--- config.mk ---
export PLATFORM = sky130hd
export DESIGN_NAME = poly_eval_arbiter
export DESIGN_NICKNAME = d
export VERILOG_FILES = /design/src/rtl/poly_pkg.sv /design/src/rtl/poly_eval_datapath.sv /design/src/rtl/poly_eval_arbiter.sv
export SDC_FILE = /design/constraint.sdc
export NUM_CORES = 1
export LEC_CHECK = 0
export ABC_AREA = 1
export CAP_MARGIN = 20
export CORE_MARGIN = 4
export CORE_UTILIZATION = 46
export CTS_BUF_LIST = sky130_fd_sc_hd__clkbuf_4 sky130_fd_sc_hd__clkbuf_8
export CTS_CLUSTER_SIZE = 8
export DETAILED_ROUTE_END_ITERATION = 16
export PLACE_DENSITY = 0.83
export SYNTH_ARGS = -nofsm -noshare
export SYNTH_HDL_FRONTEND = slang
export SYNTH_HIERARCHICAL = 1
export SYNTH_SLANG_ARGS = --single-unit
--- constraint.sdc ---
create_clock -name clk -period 10.27 [get_ports clk]
set_clock_uncertainty 0.2 [all_clocks]
set_input_delay 3.081 -clock clk [delete_from_list [all_inputs] [get_ports clk]]
set_output_delay 3.081 -clock clk [all_outputs]
set_load 0.02 [all_outputs]
--- src/rtl/poly_pkg.sv ---
// Shared encodings for the polynomial evaluator: FSM states, ALU ops and
// register-select codes used by both the sequencer and the datapath.
package poly_pkg;

  typedef enum logic [2:0] {
    IDLE = 3'd0,
    C0   = 3'd1,
    C1   = 3'd2,
    C2   = 3'd3,
    C3   = 3'd4,
    C4   = 3'd5,
    DONE = 3'd6
  } state_t;

  localparam logic OP_ADD = 1'b0;
  localparam logic OP_MUL = 1'b1;

  localparam logic [1:0] SEL_A = 2'd0;
  localparam logic [1:0] SEL_B = 2'd1;
  localparam logic [1:0] SEL_C = 2'd2;
  localparam logic [1:0] SEL_X = 2'd3;

endpackage

--- src/rtl/poly_eval_datapath.sv ---
// Four operand registers, two 4:1 operand muxes, a shared add/mul ALU and the
// result register. All arithmetic wraps modulo 2^WIDTH.
module poly_eval_datapath #(
  parameter int WIDTH = 8
) (
  input  logic             clk,
  input  logic             resetn,
  input  logic             capture,
  input  logic [WIDTH-1:0] cap_a,
  input  logic [WIDTH-1:0] cap_b,
  input  logic [WIDTH-1:0] cap_c,
  input  logic [WIDTH-1:0] cap_x,
  input  logic             ld_a,
  input  logic             ld_b,
  input  logic             ld_res,
  input  logic [1:0]       sel_a,
  input  logic [1:0]       sel_b,
  input  logic             op,
  output logic [WIDTH-1:0] result
);
  import poly_pkg::*;

  logic [WIDTH-1:0] a_q, a_d, b_q, b_d, c_q, c_d, x_q, x_d, res_q, res_d;
  logic [WIDTH-1:0] opa, opb, alu;

  // Operands and result share WIDTH, so the expression context drops the carry
  // and high product bits: plain modulo arithmetic, no saturation.
  function automatic logic [WIDTH-1:0] mul_wrap(input logic [WIDTH-1:0] p,
                                                input logic [WIDTH-1:0] q);
    return p * q;
  endfunction

  function automatic logic [WIDTH-1:0] add_wrap(input logic [WIDTH-1:0] p,
                                                input logic [WIDTH-1:0] q);
    return p + q;
  endfunction

  always_comb begin
    case (sel_a)
      SEL_A:   opa = a_q;
      SEL_B:   opa = b_q;
      SEL_C:   opa = c_q;
      default: opa = x_q;
    endcase
    case (sel_b)
      SEL_A:   opb = a_q;
      SEL_B:   opb = b_q;
      SEL_C:   opb = c_q;
      default: opb = x_q;
    endcase
    alu = (op == OP_MUL) ? mul_wrap(opa, opb) : add_wrap(opa, opb);

    a_d   = a_q;
    b_d   = b_q;
    c_d   = c_q;
    x_d   = x_q;
    res_d = res_q;
    if (capture) begin
      a_d = cap_a;
      b_d = cap_b;
      c_d = cap_c;
      x_d = cap_x;
    end else begin
      if (ld_a)   a_d   = alu;
      if (ld_b)   b_d   = alu;
      if (ld_res) res_d = alu;
    end
  end

  always_ff @(posedge clk) begin
    if (!resetn) begin
      a_q   <= '0;
      b_q   <= '0;
      c_q   <= '0;
      x_q   <= '0;
      res_q <= '0;
    end else begin
      a_q   <= a_d;
      b_q   <= b_d;
      c_q   <= c_d;
      x_q   <= x_d;
      res_q <= res_d;
    end
  end

  assign result = res_q;

endmodule

--- src/rtl/poly_eval_arbiter.sv ---
// Two-requester front end for the shared evaluator: round-robin grant, operand
// capture and the five-step sequence computing y = A*X^2 + B*X + C.
module poly_eval_arbiter #(
  parameter int WIDTH = 8
) (
  input  logic             clk,
  input  logic             resetn,
  input  logic [1:0]       req,
  input  logic [WIDTH-1:0] a0,
  input  logic [WIDTH-1:0] b0,
  input  logic [WIDTH-1:0] c0,
  input  logic [WIDTH-1:0] x0,
  input  logic [WIDTH-1:0] a1,
  input  logic [WIDTH-1:0] b1,
  input  logic [WIDTH-1:0] c1,
  input  logic [WIDTH-1:0] x1,
  output logic [1:0]       gnt,
  output logic [1:0]       done,
  output logic [WIDTH-1:0] result,
  output logic             busy
);
  import poly_pkg::*;

  state_t state_q, state_d;
  logic   owner_q, owner_d;
  logic   last_q, last_d;
  logic   winner, capture, ld_a, ld_b, ld_res, op;
  logic [1:0] sel_a, sel_b;
  logic [WIDTH-1:0] cap_a, cap_b, cap_c, cap_x;

  always_comb begin
    state_d = state_q;
    owner_d = owner_q;
    last_d  = last_q;
    gnt     = 2'b00;
    done    = 2'b00;
    capture = 1'b0;
    ld_a    = 1'b0;
    ld_b    = 1'b0;
    ld_res  = 1'b0;
    sel_a   = SEL_A;
    sel_b   = SEL_X;
    op      = OP_ADD;
    // Requester 1 wins alone, or on a tie when requester 0 was served last.
    winner  = req[1] & (~req[0] | ~last_q);

    case (state_q)
      IDLE: begin
        if (|req) begin
          gnt     = winner ? 2'b10 : 2'b01;
          capture = 1'b1;
          owner_d = winner;
          last_d  = winner;
          state_d = C0;
        end
      end
      C0: begin
        op = OP_MUL; sel_a = SEL_A; sel_b = SEL_X; ld_a = 1'b1; state_d = C1;
      end
      C1: begin
        op = OP_MUL; sel_a = SEL_B; sel_b = SEL_X; ld_b = 1'b1; state_d = C2;
      end
      C2: begin
        op = OP_MUL; sel_a = SEL_A; sel_b = SEL_X; ld_a = 1'b1; state_d = C3;
      end
      C3: begin
        op = OP_ADD; sel_a = SEL_A; sel_b = SEL_B; ld_a = 1'b1; state_d = C4;
      end
      C4: begin
        op = OP_ADD; sel_a = SEL_A; sel_b = SEL_C; ld_res = 1'b1; state_d = DONE;
      end
      DONE: begin
        done    = owner_q ? 2'b10 : 2'b01;
        state_d = IDLE;
      end
      default: state_d = IDLE;
    endcase
  end

  always_ff @(posedge clk) begin
    if (!resetn) begin
      state_q <= IDLE;
      owner_q <= 1'b0;
      last_q  <= 1'b1;
    end else begin
      state_q <= state_d;
      owner_q <= owner_d;
      last_q  <= last_d;
    end
  end

  always_comb begin
    cap_a = winner ? a1 : a0;
    cap_b = winner ? b1 : b0;
    cap_c = winner ? c1 : c0;
    cap_x = winner ? x1 : x0;
  end

  assign busy = (state_q != IDLE);

  poly_eval_datapath #(.WIDTH(WIDTH)) u_datapath (
    .clk     (clk),
    .resetn  (resetn),
    .capture (capture),
    .cap_a   (cap_a),
    .cap_b   (cap_b),
    .cap_c   (cap_c),
    .cap_x   (cap_x),
    .ld_a    (ld_a),
    .ld_b    (ld_b),
    .ld_res  (ld_res),
    .sel_a   (sel_a),
    .sel_b   (sel_b),
    .op      (op),
    .result  (result)
  );

endmodule

Word level (Yosys, flattened, before mapping)
Index checks and enable logic that the tools add are counted.
{ "op_classes": {"mul": 1, "bitwise_logic": 5, "reduce_logical": 11, "n_addsub": 1, "eq_ne": 11, "muxes": 26} }
{ "op_table": {"columns": ["operator", "n"], "rows": [
  ["2-to-1 mux 8 bit", 9],
  ["case mux 8 bit (3 select lines)", 2],
  ["case mux 3 bit (6 select lines)", 1],
  ["2-to-1 mux 2 bit", 5],
  ["== test 3 bit, second input constant", 3],
  ["adder 8 bit", 1],
  ["multiplier 8 x 8 -> 8 bit", 1],
  ["2-to-1 mux 1 bit", 7],
  ["== test 3 x 2 -> 1 bit, second input constant", 2],
  ["OR reduction 3 bit", 2],
  ["logical NOT 2 bit", 2],
  ["case mux 2 bit (2 select lines)", 1],
  ["AND reduction 2 bit", 2],
  ["nonzero test 2 bit", 2],
  ["== test 3 x 1 -> 1 bit, second input constant", 1],
  ["logical NOT 3 bit", 1],
  ["2-to-1 mux 3 bit", 1],
  ["NOT 1 bit", 3],
  ["nonzero test 3 bit", 1],
  ["== test 1 x 2 -> 1 bit, second input constant", 1],
  ["== test 2 x 1 -> 1 bit, second input constant", 1],
  ["== test 2 bit, second input constant", 1],
  ["inequality test 2 bit, second input constant", 1],
  ["OR reduction 2 bit", 1],
  ["other kinds (3)", 3]
]} }
{ "word_totals": {"wordCells": 63, "output_inout_bits": 13, "input_bits": 68, "ff_bits": 45} }

Longest topological paths before layout
Gate-level depths: netlist (run 1).
{ "logic_depth": {"depth_word": 8, "ltp_mapped": 33, "mapped_depth_nobuf": 32} }

Modules after synthesis
Netlist (run 1), hierarchy kept.
{ "by_module_without_submodules": {"columns": ["mod", "cells_each", "seq_area_each_um2", "area_each_um2", "n_inst"], "rows": [
  ["poly_eval_datapath", 528, 800.8, 3438.3, 1],
  ["poly_eval_arbiter", 144, 100.1, 706.9, 1]
]} }

Least setup slack after synthesis (run 1)
No wires, ideal clock.
{ "synth_path": {"path_type": "in2out", "from": "input port req[0]", "to": "output port gnt[0]", "path_stages": 5, "t_arrival_ns": 3.749, "path_slack_ns": 3.240, "t_required_ns": 6.989, "n_path_buf": 1, "cell_sequence": "nand2_1 -> nand2_4 -> inv_4 -> buf_6 -> nor2_1"} }
{ "synth_via": {"elab_chain_len": 6, "elab_cells_between_ends": 7, "cone_classes": "mux: 3; bitwise: 3; reduce/logical: 1"} }
{ "synth_rtl": {"columns": ["item", "line_no", "source"], "rows": [
  ["from (decl)", "poly_eval_arbiter.sv:8", "input logic [1:0] req,"],
  ["NOT 1 bit", "poly_eval_arbiter.sv:45", "winner = req[1] & (~req[0] | ~last_q);"],
  ["bitwise OR 1 bit", "poly_eval_arbiter.sv:45", null],
  ["AND 1 bit", "poly_eval_arbiter.sv:45", null],
  ["2-to-1 mux 2 bit", "poly_eval_arbiter.sv:50", "gnt = winner ? 2'b10 : 2'b01;"],
  ["2-to-1 mux 2 bit *", "poly_eval_arbiter.sv:49", "if (|req) begin"],
  ["2-to-1 mux 2 bit *", "poly_eval_arbiter.sv:47", "case (state_q)"],
  ["to (decl)", "poly_eval_arbiter.sv:17", "output logic [1:0] gnt,"]
]} }
Mark *: on every way between the ends. The rest lies on a longest branch, timed or not.

Worst setup path in the final report (run 1)
Same ends and word-level chain as after synthesis.

==> run summary, run 1 <==
status -> completed
die width -> 103 µm
crit-path max FO -> 33
top post-synthesis cells by area -> dfxtp_1, nand2_1, inv_1, ha_1, fa_1
critical path's largest stage delay -> 0.61 ns
area of the die -> 10600 µm²
Worst-Margin Slew -> 0.876 ns
hold crit path type -> reg -> reg
CTS tree -> yes
pre-CTS setup slack -> 2.06 ns
minimum clock period -> 8.21 ns
Post-DP HPWL -> 9.20 mm
post-CTS sizing -> 0
relative slew slack -> 41.5%
worst r2r dst -> u_datapath/b_q[7]
Final Worst Setup Slack -> 2.06 ns
final hold violation count -> 0
drt initial violations -> 327
Final Util -> 57.9%
core area -> 8760 µm²
complex-gate fraction of the synthesized area -> 13.7%
die height -> 103 µm
XOR/XNOR share of the synthesized area -> 1.69%
Worst EP arrival -> 4.93 ns
nets -> 844
crit path from -> req[0]
top cell type by total area after synthesis -> dfxtp_1
Synth cell types -> 41
CTS sink cnt -> 45
pin count of the biggest net entering global routing -> 36
final std cells w/o fill -> 849
max-slew violations -> 0
post-synthesis simple-gate area fraction -> 37.8%
vias in the first global route -> 4225
hold_sp -> owner_q
share of layout cells above drive strength 1 -> 7.15%
count of input and output buffers -> 80
reg2reg setup slack -> 4.26 ns
# DRC -> 0
post-synthesis adder-cell area fraction -> 13.2%
setup violators final -> 0
Top cell by count, worst path -> clkdlybuf4s50_1
fmax -> 122 MHz
count leader, synth -> nand2_1
worst-path cell chain -> clkdlybuf4s50_1, nand2_1, nand2_4, inv_4, nor2_1, clkdlybuf4s50_1
CTS Hold Bufs -> 0
# Max-Cap Violations -> 0
Area growth, synth to finish -> 22.5%
Cells after Synth -> 672
GRT overflow -> 0
Power, Total -> 0.000692 W
Seq/Total Area, Yosys -> 21.7%
maximum buffer depth of the clock tree -> 2
CTS H-tree depth -> 2
DR vias -> 4358
power density cells -> 136 nW/µm²
worst hold path depth -> 2
Total GRT Usage -> 22.1%
total CTS buffers -> 5
Synthesis Warnings -> 6
Startpoint Class -> primary input
Synth Register Bits -> 45
total routed wirelength -> 11.2 mm
RSZ-0062 raised after global routing -> no
mux share of post-synthesis cell area -> 0%
Inst Count DP -> 841
share of the synthesized area in the top cell type -> 21.7%
antenna-violating nets left -> 0
drt wl/cell -> 13.2 µm
clock slew at reported path FFs -> 0.08 ns
share of synthesized registers carrying an async set or reset -> 0%
worst vdd ir -> 96.6 µV
FF-to-FF Start -> state_q[2]
TritonRoute pass-1 iters -> 5
largest family of logic cells by synthesized area -> simple AND/OR/NAND/NOR gates
critical path class -> in -> out
vias per cell -> 5.13
predominant post-synthesis flop cell -> dfxtp_1
crit path max-delay cell type -> clkdlybuf4s50_1
# diodes -> 0
IO Pins -> 81
first-pass GRT wire length -> 19.1 mm
Setup crit end kind -> primary output
initial antenna violation count -> 0
EDFF count, synth -> 0
Post-Syn Area per Cell -> 6.17 µm²
initial core utilization -> 47.3%
TNS Setup -> 0 ns
Clk Latency, worst-skew pair -> 0.30 ns
Final period util -> 79.9%
Mapped Area -> 4150 µm²
num rows -> 34
Hold Path End -> owner_q
Leak -> 2.49 nW
Synth top cells by count -> nand2_1, inv_1, nor2_1
FF-to-FF path depth -> 27
Post-CTS Setup Bufs -> 0
root buffer cell -> clkbuf_8
worst path required time -> 6.99 ns
GPL Wtd Cong -> 0.911
==> cells in the final DEF (no fill, tap or decap), drive strengths merged, types with 5 or more instances in the layout <==
cell / instances
nor3: 5
ha: 23
a21oi: 38
dfxtp: 45
nor2: 69
clkdlybuf4s50: 80
nand2: 240
fa: 13
o21ai: 57
clkbuf: 7
inv: 87
nand3: 37
a31oi: 6
==> flip-flops by register name, indices dropped and copies added, names as in the netlist <==
name,flops
last_q,1
owner_q,1
state_q,3
u_datapath/a_q,8
u_datapath/b_q,8
u_datapath/c_q,8
u_datapath/result,8
u_datapath/x_q,8
==> critical path: cells and delay by family <==
| kind | cells | cell delay (ns) |
|---|---|---|
| simple gates | 3 | 0.55 |
| buf+inv | 3 | 1.29 |
==> where the power goes <==
| group | internal (W) | switching, W | leakage [nW] |
|---|---|---|---|
| Sequential | 0.000198 | 0.0000200 | 0.371 |
| Clock | 0.0000820 | 0.0000575 | 0.0619 |
| Combinational | 0.000123 | 0.000212 | 2.05 |
| Total | 0.000403 | 0.000290 | 2.49 |
==> per-layer routing <==
metal	vias to the layer above	GRT usage (%)	wire, µm
met2	143	39.0	5500
met3	13	2.77	625
met5	-	0	0
li1	2257	-	-
met1	1945	28.6	4880
met4	0	5.38	158
==> kinds of logic (layout without fill, tap and decap cells) <==
group                    Yosys count  after routing
AND/OR/NAND/NOR                  362            362
XOR/XNOR                           8              8
flip-flops                        45             45
AO/OA/AOI/OAI                    108            108
other                              1              2
buffers and inverters            112            180
adder cells (fa/ha/maj)           36             36
==> per-stage QoR <==
stage | cell area [µm²] | hold slack, ns
after global placement | 4960 | 0.265
after floorplan | 4150 | 0.229
final | 5080 | 0.282
after global routing | 5080 | 0.306
after CTS | 5080 | 0.283
after detailed placement | 4960 | 0.270
==> cell type report <==
cell class,instances,area (µm²)
Tap cell,108,135
Sequential cell,45,901
Clock buffer,7,90.1
Clock inverter,1,30.0
Timing Repair Buffer,82,816
Fill cell,818,3690
Multi-Input combinational cell,516,2760
Inverter,90,342
==> how the worst max path moves through the flow <==
| stage | cells past startpoint | endpoint |
|---|---|---|
| global route | 6 | gnt[0] |
| finish | 6 | gnt[0] |
| CTS | 6 | gnt[0] |
| detailed placement | 6 | gnt[0] |
| floorplan | 5 | gnt[0] |
| global placement | 6 | gnt[0] |
Power figures use the tool's default switching activity.
==> inputs of run 2 (changes only) <==
Settings changed: PLACE_DENSITY 0.83 to 0.86.
Clock period 10.27 ns to 7.3 ns, I/O delays scaled along.
==> run summary, run 2 (synthesis results as in run 1) <==
Startpoint Class -> primary input
post-CTS sizing -> 0
TritonRoute pass-1 iters -> 5
hold crit path type -> reg -> reg
total routed wirelength -> 11.7 mm
power density cells -> 194 nW/µm²
maximum buffer depth of the clock tree -> 2
worst path required time -> 4.91 ns
core area -> 8760 µm²
final hold violation count -> 0
total CTS buffers -> 5
Setup crit end kind -> primary output
# Max-Cap Violations -> 0
CTS Hold Bufs -> 0
vias per cell -> 5.20
first-pass GRT wire length -> 19.3 mm
hold slack -> 0.292 ns
IO Pins -> 81
initial core utilization -> 47.3%
Post-DP HPWL -> 9.56 mm
CTS H-tree depth -> 2
Final period util -> 85.5%
relative slew slack -> 62.9%
fmax -> 160 MHz
Clk Latency, worst-skew pair -> 0.30 ns
Cell Area, Placed -> 4980 µm²
antenna-violating nets left -> 0
num rows -> 34
final std cells w/o fill -> 852
vias in the first global route -> 4235
# diodes -> 0
area of the die -> 10600 µm²
nets -> 847
final instance area -> 5100 µm²
critical path class -> in -> out
commonest non-fill, non-tap cell in the layout -> nand2_1
status -> completed
RSZ-0062 raised after global routing -> no
Leak -> 2.50 nW
Worst-Margin Slew -> 0.554 ns
Total GRT Usage -> 22.6%
root buffer cell -> clkbuf_8
setup violators final -> 0
clock slew at reported path FFs -> 0.10 ns
GPL Wtd Cong -> 1.01
initial antenna violation count -> 0
die height -> 103 µm
die width -> 103 µm
DR vias -> 4427
# DRC -> 0
Inst Count DP -> 844
drt wl/cell -> 13.8 µm
minimum clock period -> 6.24 ns
count of input and output buffers -> 80
share of layout cells above drive strength 1 -> 7.53%
Post-CTS Setup Bufs -> 0
Worst EP arrival -> 3.85 ns
TNS Setup -> 0 ns
drt initial violations -> 336
worst vdd ir -> 112 µV
CTS sink cnt -> 45
Layout fillers -> 849
most frequent cells in the layout -> nand2_1, clkdlybuf4s50_1, inv_1, nor2_1, o21ai_0
max-slew violations -> 0
CTS tree -> yes
crit-path max FO -> 33
Area growth, synth to finish -> 23.1%
GRT overflow -> 0
pin count of the biggest net entering global routing -> 36
[run 2: cell count changes in the layout (fill, tap and decap cells not counted), sizes merged]
| cell | before | now |
|---|---|---|
| inv | 87 | 88 |
| buf | 2 | 5 |
| clkbuf | 7 | 6 |
[run 2: critical path: stages]
cell and delay, ns:
clkdlybuf4s50_1 0.48, nand2_1 0.12, nand2_4 0.29, inv_4 0.05, nor2_1 0.10, clkdlybuf4s50_1 0.62
[run 2: power breakdown]
part	internal, W	leakage [nW]	switching (W)
Sequential	0.000279	0.371	0.0000296
Clock	0.000114	0.0633	0.0000910
Combinational	0.000175	2.07	0.000302
[run 2: area by class of cell]
cell class | count | area (µm²) | share of cell area [%]
inverter | 90 | 342 | 6.69
multi-input combinational | 516 | 2760 | 54.1
timing repair buffer | 85 | 838 | 16.4
clock inverter | 2 | 41.3 | 0.809
tap | 108 | 135 | 2.65
sequential | 45 | 901 | 17.7
clock buffer | 6 | 82.6 | 1.62
[run 2: per-layer routing]
| layer | wire length [µm] | track usage (%) | up-vias |
|---|---|---|---|
| met5 | 0 | 0 | - |
| met4 | 257 | 7.27 | 0 |
| met3 | 714 | 3.52 | 18 |
| met2 | 5630 | 39.6 | 149 |
| met1 | 5120 | 28.2 | 2007 |
| li1 | - | - | 2253 |
[run 2: path summary, 6_finish.rpt]
path / start / end / slack (ns) / depth (start not counted)
setup / recovery: req[0] / gnt[0] / 1.06 / 6
hold / removal: owner_q / owner_q / 0.29 / 2
setup reg to reg: state_q[0] / u_datapath/result[7] / 1.42 / 29
hold reg to reg: owner_q / owner_q / 0.29 / 2
[run 2: per-stage QoR]
stage	utilization [%]	power, W	worst slack, ns
4_1_cts	58.2	0.000988	1.06
3_3_place_gp	56.8	0.000769	1.11
3_5_place_dp	56.8	0.000782	1.06
2_1_floorplan	-	0.000633	2.05
6_report	58.2	0.000989	1.06
5_1_grt	58.2	0.00107	0.967
==> inputs of run 3 (changes only) <==
Settings changed: PLACE_DENSITY 0.86 to 0.75.
==> run summary, run 3 (synthesis results as in run 1) <==
delay-heaviest family, CP -> buffers and inverters
Setup crit end kind -> primary output
Area growth, synth to finish -> 22.4%
setup violators final -> 0
Leak -> 2.49 nW
die height -> 103 µm
antenna-violating nets left -> 0
minimum clock period -> 6.43 ns
final instance area -> 5070 µm²
vias in the first global route -> 4162
initial antenna violation count -> 0
critical path's largest stage delay -> 0.61 ns
Clk Latency, worst-skew pair -> 0.29 ns
CTS H-tree depth -> 2
die width -> 103 µm
clock slew at reported path FFs -> 0.08 ns
# Max-Cap Violations -> 0
Combinational Power Share -> 49.9%
Post-CTS Setup Bufs -> 0
CTS Hold Bufs -> 0
Post-DP HPWL -> 9.38 mm
Power, Total -> 0.000944 W
fmax -> 156 MHz
vias per cell -> 5.07
root buffer cell -> clkbuf_8
first-pass GRT wire length -> 18.9 mm
worst vdd ir -> 94.3 µV
drt initial violations -> 273
worst-path cell chain -> clkdlybuf4s50_1, nand2_1, nand2_4, inv_4, nor2_1, clkdlybuf4s50_1
Clk pwr share -> 17.5%
most frequent cells in the layout -> nand2_1, clkdlybuf4s50_1, inv_1, nor2_1, o21ai_0
CTS tree -> yes
status -> completed
Startpoint Class -> primary input
Worst EP arrival -> 4.04 ns
worst path required time -> 4.91 ns
Final Util -> 57.9%
GRT overflow -> 0
share of layout cells above drive strength 1 -> 7.40%
switch share -> 43.0%
initial core utilization -> 47.3%
power density cells -> 186 nW/µm²
GPL Wtd Cong -> 0.953
Total GRT Usage -> 22.1%
relative slew slack -> 44.8%
nets -> 846
IO Pins -> 81
Layout fillers -> 875
DR vias -> 4315
crit-path max FO -> 33
# DRC -> 0
core area -> 8760 µm²
Worst-Margin Slew -> 0.825 ns
# diodes -> 0
Psw -> 0.000405 W
drt wl/cell -> 13.3 µm
TritonRoute pass-1 iters -> 5
hold crit path type -> reg -> reg
Final period util -> 88.1%
commonest non-fill, non-tap cell in the layout -> nand2_1
Top cell by count, worst path -> clkdlybuf4s50_1
RSZ-0062 raised after global routing -> no
Sequential Power Share -> 32.5%
critical path class -> in -> out
Critical path buffers and inverters -> 3
max-slew violations -> 0
TNS Setup -> 0 ns
P_int -> 0.000538 W
num rows -> 34
post-CTS sizing -> 0
total routed wirelength -> 11.3 mm
CTS sink cnt -> 45
crit path max-delay cell type -> clkdlybuf4s50_1
count of input and output buffers -> 80
total CTS buffers -> 5
pin count of the biggest net entering global routing -> 36
maximum buffer depth of the clock tree -> 2
Cell Area, Placed -> 4970 µm²
area of the die -> 10600 µm²
final hold violation count -> 0
[run 3: cell types whose count changed in the layout (fill, tap and decap cells not counted)]
cell,delta
clkbuf_8,+1
clkinv_2,+1
buf_4,-1
inv_8,-1
bufinv_16,-1
[run 3: worst min-delay path: cells and delay by family, from the launching register on]
family	cells	cell delay, ns
simple gates	2	0.11
flops	1	0.34
[run 3: final timing paths]
check / from / end / slack (ns) / cells past startpoint
min: last_q / last_q / 0.28 / 2
min reg2reg: last_q / last_q / 0.28 / 2
max: req[0] / gnt[0] / 0.87 / 6
max reg2reg: state_q[0] / u_datapath/b_q[7] / 1.37 / 28
[run 3: cell type report]
type                            instances  area [µm²]  area share [%]
Clock inverter                          1        5.00          0.0987
Multi-Input combinational cell        516        2760            54.5
Tap cell                              108         135            2.66
Sequential cell                        45         901            17.8
Clock buffer                            7        96.3            1.90
Inverter                               90         342            6.73
Timing Repair Buffer                   84         831            16.4
[run 3: power groups by stage]
stage | registers [W] | clock network [W] | logic (W)
CTS | 0.000306 | 0.000170 | 0.000469
finish | 0.000307 | 0.000165 | 0.000471
global route | 0.000310 | 0.000181 | 0.000535
global placement | 0.000312 | 0 | 0.000456
detailed placement | 0.000312 | 0 | 0.000466
floorplan | 0.000302 | 0 | 0.000331
[run 3: stage by stage]
| step | cells | setup slack [ns] | hold WS [ns] |
|---|---|---|---|
| 2_1_floorplan | 673 | 2.05 | 0.229 |
| 3_3_place_gp | 843 | 0.920 | 0.256 |
| 3_5_place_dp | 843 | 0.866 | 0.264 |
| 4_1_cts | 851 | 0.862 | 0.284 |
| 5_1_grt | 851 | 0.707 | 0.309 |
| 6_report | 851 | 0.870 | 0.281 |
[run 3: metal layers]
metal | up-vias | part of all wire [%] | GRT usage [%]
met3 | 14 | 5.1 | 2.84
li1 | 2258 | - | -
met1 | 1913 | 45 | 28.4
met5 | - | 0 | 0
met2 | 130 | 48 | 38.7
met4 | 0 | 1.7 | 6.18
